File: src/rtl/fwd_scoreboard.sv
// fwd_scoreboard: operand-forwarding and hazard scoreboard for an in-order pipeline.
// Tracks the destination register and remaining latency of each producer that has
// left D. It selects a bypass source per D-stage read port and raises stall when
// a needed operand is not yet forwardable.
// Optional feature: define FWD_MD_EN to add the multiply/divide busy counter and
// its HI/LO stall. Without it, md_busy is 0 and the md_* inputs are ignored.
module fwd_scoreboard #(
  parameter int DEPTH   = 3,
  parameter int NREAD   = 2,
  parameter int MUL_LAT = 5,
  parameter int DIV_LAT = 10,
  localparam int SELW   = $clog2(DEPTH + 1)
) (
  input  logic                  clk,
  input  logic                  reset_n,
  input  logic                  issue_valid,
  input  logic                  issue_wen,
  input  logic [4:0]            issue_waddr,
  input  logic [2:0]            issue_lat,
  input  logic [5*NREAD-1:0]    rd_addr,
  input  logic [NREAD-1:0]      rd_use,
  input  logic                  flush,
  input  logic                  md_start,
  input  logic                  md_is_div,
  input  logic                  md_use,
  output logic [SELW*NREAD-1:0] fwd_sel,
  output logic                  stall,
  output logic                  md_busy
);

  typedef struct packed {
    logic       valid;
    logic [4:0] waddr;
    logic [2:0] lat;
  } slot_t;

  // Slot k holds the producer that entered E k-1 cycles ago (slot 1 = E).
  slot_t slots [1:DEPTH];

  logic gpr_stall;
  logic md_stall;
  logic slot1_load;

  function automatic logic [2:0] sat_dec(input logic [2:0] v);
    return (v == 3'd0) ? 3'd0 : v - 3'd1;
  endfunction

  // A D instruction is recorded only if it really advances into E and writes a GPR.
  assign slot1_load = issue_valid && issue_wen && (issue_waddr != 5'd0) && !stall && !flush;

  // Producer shift register: new entry into slot 1, older ones age and count down.
  always_ff @(posedge clk or negedge reset_n) begin
    if (!reset_n) begin
      // NOTE: the slots are a handful of flops, not a RAM, so clearing every entry
      // in reset is what lets a mid-operation reset discard all in-flight producers.
      for (int i = 1; i <= DEPTH; i++) begin
        slots[i] <= '0;
      end
    end else begin
      // NOTE: non-blocking assignments make every slot sample its neighbour's old
      // value, so the shift works regardless of loop order.
      slots[1] <= slot1_load ? '{valid: 1'b1, waddr: issue_waddr, lat: issue_lat} : '0;
      for (int i = 2; i <= DEPTH; i++) begin
        slots[i].valid <= slots[i-1].valid;
        slots[i].waddr <= slots[i-1].waddr;
        slots[i].lat   <= sat_dec(slots[i-1].lat);
      end
    end
  end

  // Per read port: youngest matching producer decides between bypass and stall.
  always_comb begin : match_logic
    logic            hit;
    logic            ready;
    logic [SELW-1:0] hit_slot;
    // NOTE: every output and temporary gets a default before the loops; a path that
    // leaves one unassigned would infer a latch.
    fwd_sel   = '0;
    gpr_stall = 1'b0;
    hit       = 1'b0;
    ready     = 1'b0;
    hit_slot  = '0;
    for (int p = 0; p < NREAD; p++) begin
      hit      = 1'b0;
      ready    = 1'b0;
      hit_slot = '0;
      // Scan oldest to youngest so the youngest match overwrites the rest.
      for (int k = DEPTH; k >= 1; k--) begin
        if (slots[k].valid && (slots[k].waddr == rd_addr[5*p +: 5])) begin
          hit      = 1'b1;
          ready    = (slots[k].lat == 3'd0);
          hit_slot = SELW'(k);
        end
      end
      // $0 is hardwired; never bypass or stall on it.
      if (rd_addr[5*p +: 5] == 5'd0) begin
        hit = 1'b0;
      end
      if (hit && ready) begin
        fwd_sel[SELW*p +: SELW] = hit_slot;
      end
      if (hit && !ready && rd_use[p]) begin
        gpr_stall = 1'b1;
      end
    end
  end

`ifdef FWD_MD_EN
  logic [3:0] md_count;

  // Multiply/divide busy counter: loads on an accepted start, then counts down to 0.
  always_ff @(posedge clk or negedge reset_n) begin
    if (!reset_n) begin
      md_count <= 4'd0;
    end else if (md_start && issue_valid && !stall && !flush && (md_count == 4'd0)) begin
      md_count <= md_is_div ? 4'(DIV_LAT) : 4'(MUL_LAT);
    end else if (md_count != 4'd0) begin
      md_count <= md_count - 4'd1;
    end
  end

  assign md_busy  = (md_count != 4'd0);
  assign md_stall = md_use && md_busy;
`else
  logic unused_md;
  assign unused_md = ^{md_start, md_is_div, md_use, 4'(MUL_LAT), 4'(DIV_LAT)};
  assign md_busy   = 1'b0;
  assign md_stall  = 1'b0;
`endif

  assign stall = gpr_stall || md_stall;

endmodule

File: config.mk
export PLATFORM = sky130hd
export DESIGN_NAME = fwd_scoreboard
export DESIGN_NICKNAME = d
export VERILOG_FILES = /design/src/rtl/fwd_scoreboard.sv
export SDC_FILE = /design/constraint.sdc
export NUM_CORES = 1
export LEC_CHECK = 0
export CAP_MARGIN = 40
export CORE_AREA = 2 2 61 63
export CTS_CLUSTER_SIZE = 8
export DETAILED_ROUTE_END_ITERATION = 8
export DIE_AREA = 0 0 63 65
export PLACE_DENSITY = 0.8
export SLEW_MARGIN = 5
export SYNTH_ARGS = -nofsm -noshare
export SYNTH_HDL_FRONTEND = slang
export SYNTH_SLANG_ARGS = --single-unit
File: constraint.sdc
create_clock -name clk -period 2.4 [get_ports clk]
set_clock_uncertainty 0.05 [all_clocks]
set_input_delay 0.48 -clock clk [delete_from_list [all_inputs] [get_ports clk]]
set_output_delay 0.48 -clock clk [all_outputs]
set_load 0.01 [all_outputs]
==> results.txt <==
----------------------------------------------------
[Critical path]
  Crit end category ... primary output
  Critical-path maximum fanout ... 2
  Max incr delay on CP ... 0.41 ns
  Worst Setup Start Kind ... flop
  Worst r2r src ... slots[10]
  Worst endpoint required time ... 1.87 ns
  Data arrival time of the critical path ... 2.17 ns
  Category of the most critical setup path ... flop to primary output
  Cells along the critical path ... nor2_2 -> ha_2 -> and2b_2 -> and4_1 -> a211o_2 -> a22o_1 -> buf_2
  Minimum setup slack among reg-to-reg paths ... 0.11 ns
  CP Launch Point ... slots[10]
  Cell at the slowest stage of the critical path ... sky130_fd_sc_hd__dfrtp_1

[CTS]
  Clock tree root buffer cell ... sky130_fd_sc_hd__clkbuf_4
  Number of sinks handled by clock tree synthesis ... 27
  Total CTS buffers ... 3
  Number of levels in the clock H-tree ... 1
  Maximum number of buffers from clock root to sink ... 2
  Clock latency at the later pin of the worst-skew pair ... 0.32 ns
  Clock-pin slew on the worst setup and hold paths ... 0.14 ns
  TritonCTS clock tree ... done

[Logic synthesis]
  Synthesized netlist cell count ... 137
  Dominant register cell in the synthesized netlist ... sky130_fd_sc_hd__dfrtp_1
  #FFs+latches synth ... 27
  Largest cells by area after synthesis ... sky130_fd_sc_hd__dfrtp_1 45%, sky130_fd_sc_hd__xnor2_1 12%, sky130_fd_sc_hd__xor2_1 5.9%
  Syn_nets ... 169
  Count of flip-flops with a built-in enable after synthesis ... 0
  Library cell with the largest summed area after synthesis ... sky130_fd_sc_hd__dfrtp_1
  Netlist Area Pre-Place ... 0.00149 mm^2
  Per-instance average area after synthesis ... 10.9 um^2
  Number of warnings reported in the yosys synthesis log ... 0
  FFs w/ async S/R, synth ... 100%
  Most frequent cells after synthesis ... 27 x sky130_fd_sc_hd__dfrtp_1, 20 x sky130_fd_sc_hd__xnor2_1, 12 x sky130_fd_sc_hd__nor2_1
  Area fraction of the dominant cell type after synthesis ... 45.4%
  Sequential area share after synthesis ... 45.4%
  Most instantiated library cell after synthesis ... sky130_fd_sc_hd__dfrtp_1
  Library cells used by synthesis ... 30

[Global routing]
  M1 GR Usage ... 22.7%
  Initial antenna violation count ... 0
  Most Used Layer, Global Route ... met2
  Met2 usage ... 36.7%
  Final global-route overflow total ... 0
  Vias in the first global route ... 1,398
  Largest net degree at the start of global routing ... 28
  Gr usage total ... 19.6%
  Met3 usage ... 2.43%
  First-pass GRT wire length ... 6230 um

[Placed design]
  Pre-CTS setup slack ... -0.843 ns
  Routability cong. ... 0.856
  Port Buf Inserts ... 29
  DP HPWL ... 2760 um

[Finish]
  Max FFs per register ... 27
  Biggest regs ... slots x27
  NumNets Final ... 231
  Total inserted antenna cells ... 0
  Proportion of layout cells with a drive suffix above 1 ... 38.4%
  Most flops, register ... slots
  Post-layout util ... 62.5%
  P&R area growth vs syn ... 46.7%
  Filler cell count in the final layout ... 291

[Outcome]
  Status ... finished with violations
  Violations in the final reports ... setup timing

[Detailed routing]
  Vias per inst ... 5.20
  First-pass iteration count of the detailed router ... 4
  Number of design-rule violations left by the first detailed-router iteration ... 63
  Final wirelength ... 3870 um
  Routed wirelength normalized by instance count ... 15.7 um
  Via count ... 1,279
  Remaining number of nets flagged by the antenna check after routing ... 0
  Post-detailed-route DRC marker count ... 0

[Power and ir drop]
  Worst VDD drop ... 0.000319 V
  Power per cell area ... 398 mW/mm^2
  Leakage dissipation ... 1.00 nW

[STA]
  Hold violation total from the final report ... 0
  Unrepaired setup endpoints after global routing ... yes
  Peak Freq ... 370 MHz
  Final setup violation count ... 5
  Pins Over Slew Limit ... 0
  Final setup margin ... -0.303 ns
  Post-route clock period utilization ... 113%
  Period minus WS final ... 2.70 ns

[Floorplan]
  Starting Density ... 42.6%
  Die span in x ... 63 um
  Core box area ... 0.00350 mm^2
  Total die area ... 0.00410 mm^2
  Die Y-Extent ... 65 um
  Count of boundary I/O pins ... 34
  Floorplan row count ... 22

[Worst hold path]
  Hold wc startpoint ... slots[26]
  Hold WC Path Type ... flop to flop

[Flow run]
  Count of max-cap constraint violations ... 0

----------------------------------------------------
-- kinds of logic (layout without fill, tap and decap cells) --
logic type	after synthesis	count (layout)	share of synthesized area (%)
XOR/XNOR	30	30	17.6
buffers and inverters	7	68	2.94
multiplexers	2	2	1.34
AND/OR/NAND/NOR	55	55	24.5
AO/OA/AOI/OAI	11	11	4.54
flip-flops	27	27	45.4
other	1	1	0.252
adder cells (fa/ha/maj)	4	4	3.36
-- metrics by stage --
stage | TNS [ns] | hold slack (ns) | cells | total power, mW | area (um^2)
2_1_floorplan | 0 | 0.134 | 137 | 0.553 | 1490
3_3_place_gp | -5.82 | 0.354 | 237 | 0.649 | 2010
3_5_place_dp | -7.21 | 0.358 | 237 | 0.655 | 2010
4_1_cts | -0.318 | 0.390 | 243 | 0.862 | 2140
5_1_grt | -1.19 | 0.410 | 246 | 0.912 | 2180
6_report | -0.615 | 0.391 | 246 | 0.869 | 2180
-- cell usage in the layout, fill, tap and decap left out, types with 3 or more instances in the layout --
| master | count |
|---|---|
| sky130_fd_sc_hd__nor2_1 | 10 |
| sky130_fd_sc_hd__clkbuf_4 | 3 |
| sky130_fd_sc_hd__nor3_1 | 5 |
| sky130_fd_sc_hd__nand4_1 | 4 |
| sky130_fd_sc_hd__clkdlybuf4s15_2 | 4 |
| sky130_fd_sc_hd__nor3_2 | 4 |
| sky130_fd_sc_hd__xnor2_2 | 4 |
| sky130_fd_sc_hd__buf_4 | 29 |
| sky130_fd_sc_hd__nand2_1 | 6 |
| sky130_fd_sc_hd__nor4b_2 | 5 |
| sky130_fd_sc_hd__dfrtp_1 | 27 |
| sky130_fd_sc_hd__xor2_1 | 9 |
| sky130_fd_sc_hd__inv_1 | 4 |
| sky130_fd_sc_hd__nand4b_1 | 3 |
| sky130_fd_sc_hd__a21oi_1 | 3 |
| sky130_fd_sc_hd__o21ai_0 | 3 |
| sky130_fd_sc_hd__xnor2_1 | 15 |
| sky130_fd_sc_hd__buf_2 | 6 |
| sky130_fd_sc_hd__clkdlybuf4s50_1 | 14 |
| sky130_fd_sc_hd__ha_1 | 3 |
-- per-layer routing --
layer	part of all wire [%]	wire (um)	vias up
met3	3.6	138	10
met5	0	0	-
li1	-	-	597
met2	54	2100	39
met1	39	1520	633
met4	2.8	110	0
-- where the power goes --
group / internal [mW] / switching, mW
clock network: 0.0624 / 0.134
logic: 0.103 / 0.0889
registers: 0.468 / 0.0124
total: 0.634 / 0.235
-- worst max-delay path, delay by kind of cell, from the launching register on --
family	cells	cell delay [ns]
buf+inv	1	0.15
simple gates	3	0.56
compound gates	2	0.56
fa+ha+maj	1	0.19
flops	1	0.41
-- timing repair --
| action | in CTS | in global routing |
|---|---|---|
| buffers inserted | 2 | 3 |
| resized for setup | 67 | 7 |
| pin swaps | 20 | 14 |
| endpoints found under the setup margin | 11 | 5 |
| hold buffers | 0 | 0 |
-- final cells by class --
type / count / area (um^2) / area share (%)
sequential: 27 / 676 / 30.9
multi-input combinational: 103 / 908 / 41.6
inverter: 4 / 15.0 / 0.687
tap: 48 / 60.1 / 2.75
clock buffer: 3 / 22.5 / 1.03
timing repair buffer: 60 / 498 / 22.8
clock inverter: 1 / 5.00 / 0.229
-- path summary, 6_finish.rpt --
check / to / cells past startpoint
max in group asynchronous: slots[2] / 2
min in group asynchronous: slots[21] / 2
hold / removal: slots[17] / 0
setup / recovery: stall / 7
setup reg to reg: slots[26] / 8
hold reg to reg: slots[17] / 0
Note: power is estimated with default switching activity, not from simulation.
